$ cat src/rtl/joypad_scan_ctrl.sv
// joypad_scan_ctrl: autonomous P1/JOYP matrix scanner with per-key debounce
// and a single-cycle interrupt pulse on any debounced key press.
module joypad_scan_ctrl #(
  parameter int unsigned SETTLE_CYCLES    = 4,
  parameter int unsigned DEBOUNCE_SAMPLES = 3
) (
  input  logic       clk,
  input  logic       reset,
  input  logic       scan_en,
  input  logic [1:0] sel_cpu,
  input  logic       cpu_read,
  input  logic [3:0] p1x_in,
  output logic       p14_sel_n,
  output logic       p15_sel_n,
  output logic [3:0] dir_state,
  output logic [3:0] btn_state,
  output logic       joy_irq,
  output logic       scan_busy
);

  localparam int unsigned SW = $clog2(SETTLE_CYCLES + 1);
  localparam int unsigned DW = $clog2(DEBOUNCE_SAMPLES + 1);
  localparam int unsigned NKEYS = 8;

  typedef enum logic [2:0] {
    IDLE       = 3'd0,
    SETTLE_DIR = 3'd1,
    SAMPLE_DIR = 3'd2,
    SETTLE_BTN = 3'd3,
    SAMPLE_BTN = 3'd4
  } state_e;

  state_e            state_q;
  logic [SW-1:0]     settle_q;
  logic [NKEYS-1:0]  stable_q, stable_d;
  logic [DW-1:0]     match_q [NKEYS];
  logic [DW-1:0]     match_d [NKEYS];
  logic              irq_q, irq_d;

  logic              smp_dir, smp_btn;
  logic [NKEYS-1:0]  raw8;
  logic [NKEYS-1:0]  grp_mask;

  // Scan sequencer; a CPU read parks the current phase at the start of its settle window
  always_ff @(posedge clk) begin
    if (reset) begin
      state_q  <= IDLE;
      settle_q <= '0;
    end else begin
      case (state_q)
        IDLE: begin
          settle_q <= '0;
          if (scan_en) state_q <= SETTLE_DIR;
        end
        SETTLE_DIR, SETTLE_BTN: begin
          if (cpu_read) begin
            settle_q <= '0;
          end else if (settle_q == SW'(SETTLE_CYCLES - 1)) begin
            settle_q <= '0;
            state_q  <= (state_q == SETTLE_DIR) ? SAMPLE_DIR : SAMPLE_BTN;
          end else begin
            settle_q <= settle_q + SW'(1);
          end
        end
        SAMPLE_DIR: begin
          settle_q <= '0;
          state_q  <= cpu_read ? SETTLE_DIR : SETTLE_BTN;
        end
        SAMPLE_BTN: begin
          settle_q <= '0;
          if (cpu_read)     state_q <= SETTLE_BTN;
          else if (scan_en) state_q <= SETTLE_DIR;
          else              state_q <= IDLE;
        end
        default: begin
          settle_q <= '0;
          state_q  <= IDLE;
        end
      endcase
    end
  end

  // Select drive: CPU selection when idle or reading, otherwise the scanned group
  always_comb begin
    p14_sel_n = sel_cpu[0];
    p15_sel_n = sel_cpu[1];
    if (!cpu_read) begin
      case (state_q)
        SETTLE_DIR, SAMPLE_DIR: begin
          p14_sel_n = 1'b0;
          p15_sel_n = 1'b1;
        end
        SETTLE_BTN, SAMPLE_BTN: begin
          p14_sel_n = 1'b1;
          p15_sel_n = 1'b0;
        end
        default: begin
          p14_sel_n = sel_cpu[0];
          p15_sel_n = sel_cpu[1];
        end
      endcase
    end
  end

  assign smp_dir  = (state_q == SAMPLE_DIR) && !cpu_read;
  assign smp_btn  = (state_q == SAMPLE_BTN) && !cpu_read;
  assign raw8     = {~p1x_in, ~p1x_in};
  assign grp_mask = {{4{smp_btn}}, {4{smp_dir}}};

  // Per-key debounce: a key flips only after DEBOUNCE_SAMPLES consecutive disagreeing samples
  always_comb begin
    stable_d = stable_q;
    match_d  = match_q;
    for (int i = 0; i < NKEYS; i++) begin
      if (grp_mask[i]) begin
        if (raw8[i] == stable_q[i]) begin
          match_d[i] = '0;
        end else if (match_q[i] == DW'(DEBOUNCE_SAMPLES - 1)) begin
          stable_d[i] = ~stable_q[i];
          match_d[i]  = '0;
        end else begin
          match_d[i] = match_q[i] + DW'(1);
        end
      end
    end
    irq_d = |(stable_d & ~stable_q);
  end

  // Key image, match counters and interrupt pulse registers
  always_ff @(posedge clk) begin
    if (reset) begin
      stable_q <= '0;
      irq_q    <= 1'b0;
      for (int i = 0; i < NKEYS; i++) match_q[i] <= '0;
    end else begin
      stable_q <= stable_d;
      irq_q    <= irq_d;
      for (int i = 0; i < NKEYS; i++) match_q[i] <= match_d[i];
    end
  end

  assign dir_state = stable_q[3:0];
  assign btn_state = stable_q[7:4];
  assign joy_irq   = irq_q;
  assign scan_busy = (state_q != IDLE);

endmodule

$ cat config.mk
export PLATFORM = sky130hd
export DESIGN_NAME = joypad_scan_ctrl
export DESIGN_NICKNAME = d
export VERILOG_FILES = /design/src/rtl/joypad_scan_ctrl.sv
export SDC_FILE = /design/constraint.sdc
export NUM_CORES = 1
export LEC_CHECK = 0
export ABC_CLOCK_PERIOD_IN_PS = 3400
export CORE_MARGIN = 1
export CORE_UTILIZATION = 45
export CTS_CLUSTER_SIZE = 14
export DETAILED_ROUTE_END_ITERATION = 6
export HOLD_SLACK_MARGIN = 0.15
export PLACE_DENSITY = 0.68
export SLEW_MARGIN = 30
export SYNTH_ARGS = -nofsm -noshare
export SYNTH_HDL_FRONTEND = slang
export SYNTH_SLANG_ARGS = --single-unit
$ cat constraint.sdc
create_clock -name clk -period 3.4 [get_ports clk]
set_clock_uncertainty 0.2 [all_clocks]
set_input_delay 0.68 -clock clk [delete_from_list [all_inputs] [get_ports clk]]
set_output_delay 0.68 -clock clk [all_outputs]
set_load 0.01 [all_outputs]
# Word-level counts from Yosys, hierarchy flattened
# Index checks and enable logic that the tools add are counted.
[word_totals] reg_bits=31 out_inout_bits=12 wordCells=120
[classes] n_reduce_logical=11 n_eq_ne=24 n_addsub=9 n_mux=52 bitwise=12
[ops] cell="$mux 2" count=18
[ops] cell="$mux 1" count=27
[ops] cell="$add 2x1->2 const B" count=8
[ops] cell="$eq 2x2->1 const B" count=8
[ops] cell="$mux 3" count=4
[ops] cell="$pmux 3 s4" count=1
[ops] cell="$eq 3x2->1 const B" count=3
[ops] cell="$not 1->1" count=9
[ops] cell="$and 8x8->8" count=1
[ops] cell="$eq 1x1->1" count=8
[ops] cell="$not 8->8" count=1
[ops] cell="$reduce_or 8->1" count=1
[ops] cell="$ne 2x2->1 const B" count=3
[ops] cell="$reduce_or 2->1" count=3
[ops] cell="$not 4->4" count=1
[ops] cell="$pmux 1 s2" count=2
[ops] cell="$reduce_or 4->1" count=1
[ops] cell="$add 3x1->3 const B" count=1
[ops] cell="$eq 3x1->1 const B" count=1
[ops] cell="$eq 3x3->1 const B" count=1
[ops] cell="$logic_not 3->1" count=1
[ops] cell="$reduce_and 3->1" count=1
[ops] cell="$reduce_bool 3->1" count=1
[ops] cell="$logic_and 1x1->1" count=2
[ops] cell="$logic_not 1->1" count=1

# Depth between registers and ports, before layout
[depth] ltp_word=6 mapped_depth=6 ltp_nobuf=6

# Worst setup path after synthesis
# OpenSTA, ideal clock, no wires.
[synth_timing] kind="input -> output" start="input port cpu_read" end="output port p15_sel_n" arrival_time_ns=1.380 required_time_ns=2.520 path_buffers=1 cell_stages=4 setup_slack_ns=1.140 cell_sequence="clkbuf_1 nor3_1 nand2b_1 a21oi_1"
[synth_via] elab_chain_len=1
[synth_lines] item="start: declaration" line_no="11" rtl="input logic cpu_read,"
[synth_lines] item="$mux 1" line_no="87" rtl="if (!cpu_read) begin"
[synth_lines] item="end: declaration" line_no="14" rtl="output logic p15_sel_n,"
# No other way between the ends.

# Final worst setup path
[layout_timing] start="input port cpu_read" end="output port p14_sel_n"
[layout_via] elab_chain_len=1
[layout_lines] item="$mux 1" line_no="87"
[layout_lines] item="end: declaration" line_no="13" rtl="output logic p14_sel_n,"
# No other way between the ends.

==> flow_summary.toml <==
[clock_tree]
clock_sinks = 31
cts-root-buf = "clkbuf_4"
cts_hold_buffers = 0
cts_tree = "done"
clk_latency_ps = 350
cts_resized = 0
clk_pin_slew_ps = 100
ctsHtreeMaxLevel = 2
cts_buffers = 5
post_cts_buffers = 0
clk_path_buf_depth = 2

[yosys]
yosys.area.top_type_share = 0.4133
synth.yosys.seq_area_share = 0.4133
synthAdderAreaFrac = 0.01667
synth_compound_area_frac = 0.1592
synth_top_family_by_area = "simple AND/OR/NAND/NOR gates"
yosys_warnings = 0
synth-xor-area-share = 0.04083
synth_top_area_cell = "dfxtp_1"
yosys.area_share.simple = 0.3150
synthTopCellsByArea = "dfxtp_1 (41%), a21oi_1 (6.7%), nor2_1 (6.5%)"
ys_ff_latch = 31
synth_cell_types = 31
muxShareOfSynthArea = 0.01333
synth_fp_nets = 195
syn_inst = 183
syn_avg_cell_area_um2 = 8.205
syn_area_um2 = 1501

[floorplan]
dieArea_um2 = 3571
die_w_um = 59.76
fp.coreArea_um2 = 3103
fp-row-count = 20
ios = 22
fp.dieH_um = 59.76
start_util = 0.4839

[timing]
setup_violations = 0
slew_viol_final = 0
max_slew_margin = 0.6286
timing.final.crit_share = 0.9172
worst_pin_slew_ps = 557.1
hold_viol_final = 0
fin_setup_tns_ps = 0
fmax_mhz = 320.7
rsz0062_at_grt = "no"
worst_slack_ps = 281.4
period_minus_slack_ps = 3119

[routing]
vias = 1349
drt_first_pass_iters = 4
ant_nets = 0
drt_iter0_drc = 16
wirelength_um = 3145
route.detailed.drc = 0
viasPerCell = 5.440
wl_per_cell_um = 12.68

[critical_path]
crit_path_top_delay_cell = "clkdlybuf4s50_1"
crit_path_frequent_cell = "clkdlybuf4s50_1"
critPathTopFamily = "buffers and inverters"
cp.required_ps = 2520
cp-start-kind = "input pin"
crit_buf_inv = 2
worstPathArrival_ps = 2240
slowest_delay_ps = 530
critPathMaxFanout = 5
endpoint_kind = "primary output"
crit_path_cell_trace = "clkdlybuf4s50_1, nor3_1, o21ai_0, nand3_1, clkdlybuf4s50_1"
setup.worst_path.class = "input pin to primary output"

[placement]
io_buffers = 21
place_ws_ps = 297.6
dp_hpwl_um = 2183
finalWeightedCongestion = 0.7426

[global_route]
grt_start_max_net_pins = 28
grt_overflow_total = 0
grt_pass1_vias = 1268
grt_pass1_wl_um = 5202
antenna_found_initial = 0
grtUsageTotal = 0.1990

[cells_and_area]
fill_cells = 297
n_antenna_cell = 0
layout_common_cells = "dfxtp_1 (31), nor2_1 (26), clkdlybuf4s50_1 (21)"
nets = 215
areaGrowthSynthToFinish_pct = 21.25
final_common_cell = "dfxtp_1"
layout-drive-gt1-share = 0.06863

[hold_path]
worstHoldPathType = "flop to flop"

[run_status]
status = "finished clean"

[flow_run]
cap_violations = 0

[pwr]
pwr_density_cell_nw_per_um2 = 393.2
ir_worst_vdd_v = 0.0002061
power_leakage_nw = 0.5925
## through the flow
step | cell area [um^2] | util | std cells | hold slack (ps) | power, mW
after global routing | 1821 | 0.5867 | 248 | 241.9 | 0.7451
after global placement | 1734 | 0.5589 | 240 | 206.8 | 0.4169
final | 1821 | 0.5867 | 248 | 228.2 | 0.7159
after detailed placement | 1734 | 0.5589 | 240 | 219.4 | 0.4186
after CTS | 1821 | 0.5867 | 248 | 234.6 | 0.7213
after floorplan | 1501 | - | 183 | 199.1 | 0.3953
## layout make-up
| type | instances | area, um^2 | share of cell area |
|---|---|---|---|
| clock inverter | 2 | 35.03 | 0.01924 |
| clock buffer | 6 | 51.30 | 0.02818 |
| inverter | 4 | 15.01 | 0.008247 |
| sequential | 31 | 620.6 | 0.3409 |
| timing repair buffer | 23 | 225.2 | 0.1237 |
| tap | 44 | 55.05 | 0.03024 |
| multi-input combinational | 138 | 818.3 | 0.4495 |
## final timing paths
kind          startpoint          end  slack (ps)  cells past startpoint
max             cpu_read    p14_sel_n         280                      5
min          settle_q[0]  settle_q[0]         230                      1
min reg2reg  settle_q[0]  settle_q[0]         230                      1
max reg2reg   state_q[2]  stable_q[7]        1210                      3
## report_power, final
part / internal (mW) / total (mW) / switching [mW]
combinational: 0.0219 / 0.0437 / 0.0217
clock: 0.174 / 0.305 / 0.132
sequential: 0.364 / 0.367 / 0.00263
## worst reg2reg max path: cells and delay by family, from the launching register on
family             cells  cell delay, ps
AOI/OAI and AO/OA      1             150
DFF                    1             550
and+or+nand+nor        2            1220
## synth_stat cells
cell type and number:
dfxtp_1 31, nor2_1 26, a21oi_1 20, o21ai_0 11, nand2_1 10, nand2b_1 10
or3_1 8, clkbuf_1 7, nor3_1 7, nand3b_1 6, nor4_1 5, xor2_1 5
inv_1 4, a22oi_1 3, nand3_1 3, a211oi_1 2, buf_2 2, ha_1 2
mux2i_1 2, nor2b_1 2, nor4b_1 2, o31a_1 2, o32ai_1 2, or3b_2 2
or4b_1 2, xnor2_1 2, buf_6 1, nand4bb_1 1, o2111a_1 1, or2_2 1
or4b_4 1
## flip-flops by register name (all words and copies together), names as in the netlist
| register | flops |
|---|---|
| joy_irq | 1 |
| match_q | 16 |
| settle_q | 3 |
| stable_q | 8 |
| state_q | 3 |
## metal layers
layer	up-vias	share of wire	GRT usage
li1	692	-	-
met1	626	0.47	0.2093
met2	21	0.46	0.3508
met3	10	0.040	0.06061
met4	0	0.025	0.1096
met5	-	0	0
## cell families after synthesis
logic type	count (synthesis)
buffers and inverters	14
muxes	2
and+or+nand+nor	86
adders and majority gates	2
AOI/OAI and AO/OA	41
xor gates and xnor gates	7
DFF	31
Power figures use the tool's default switching activity.
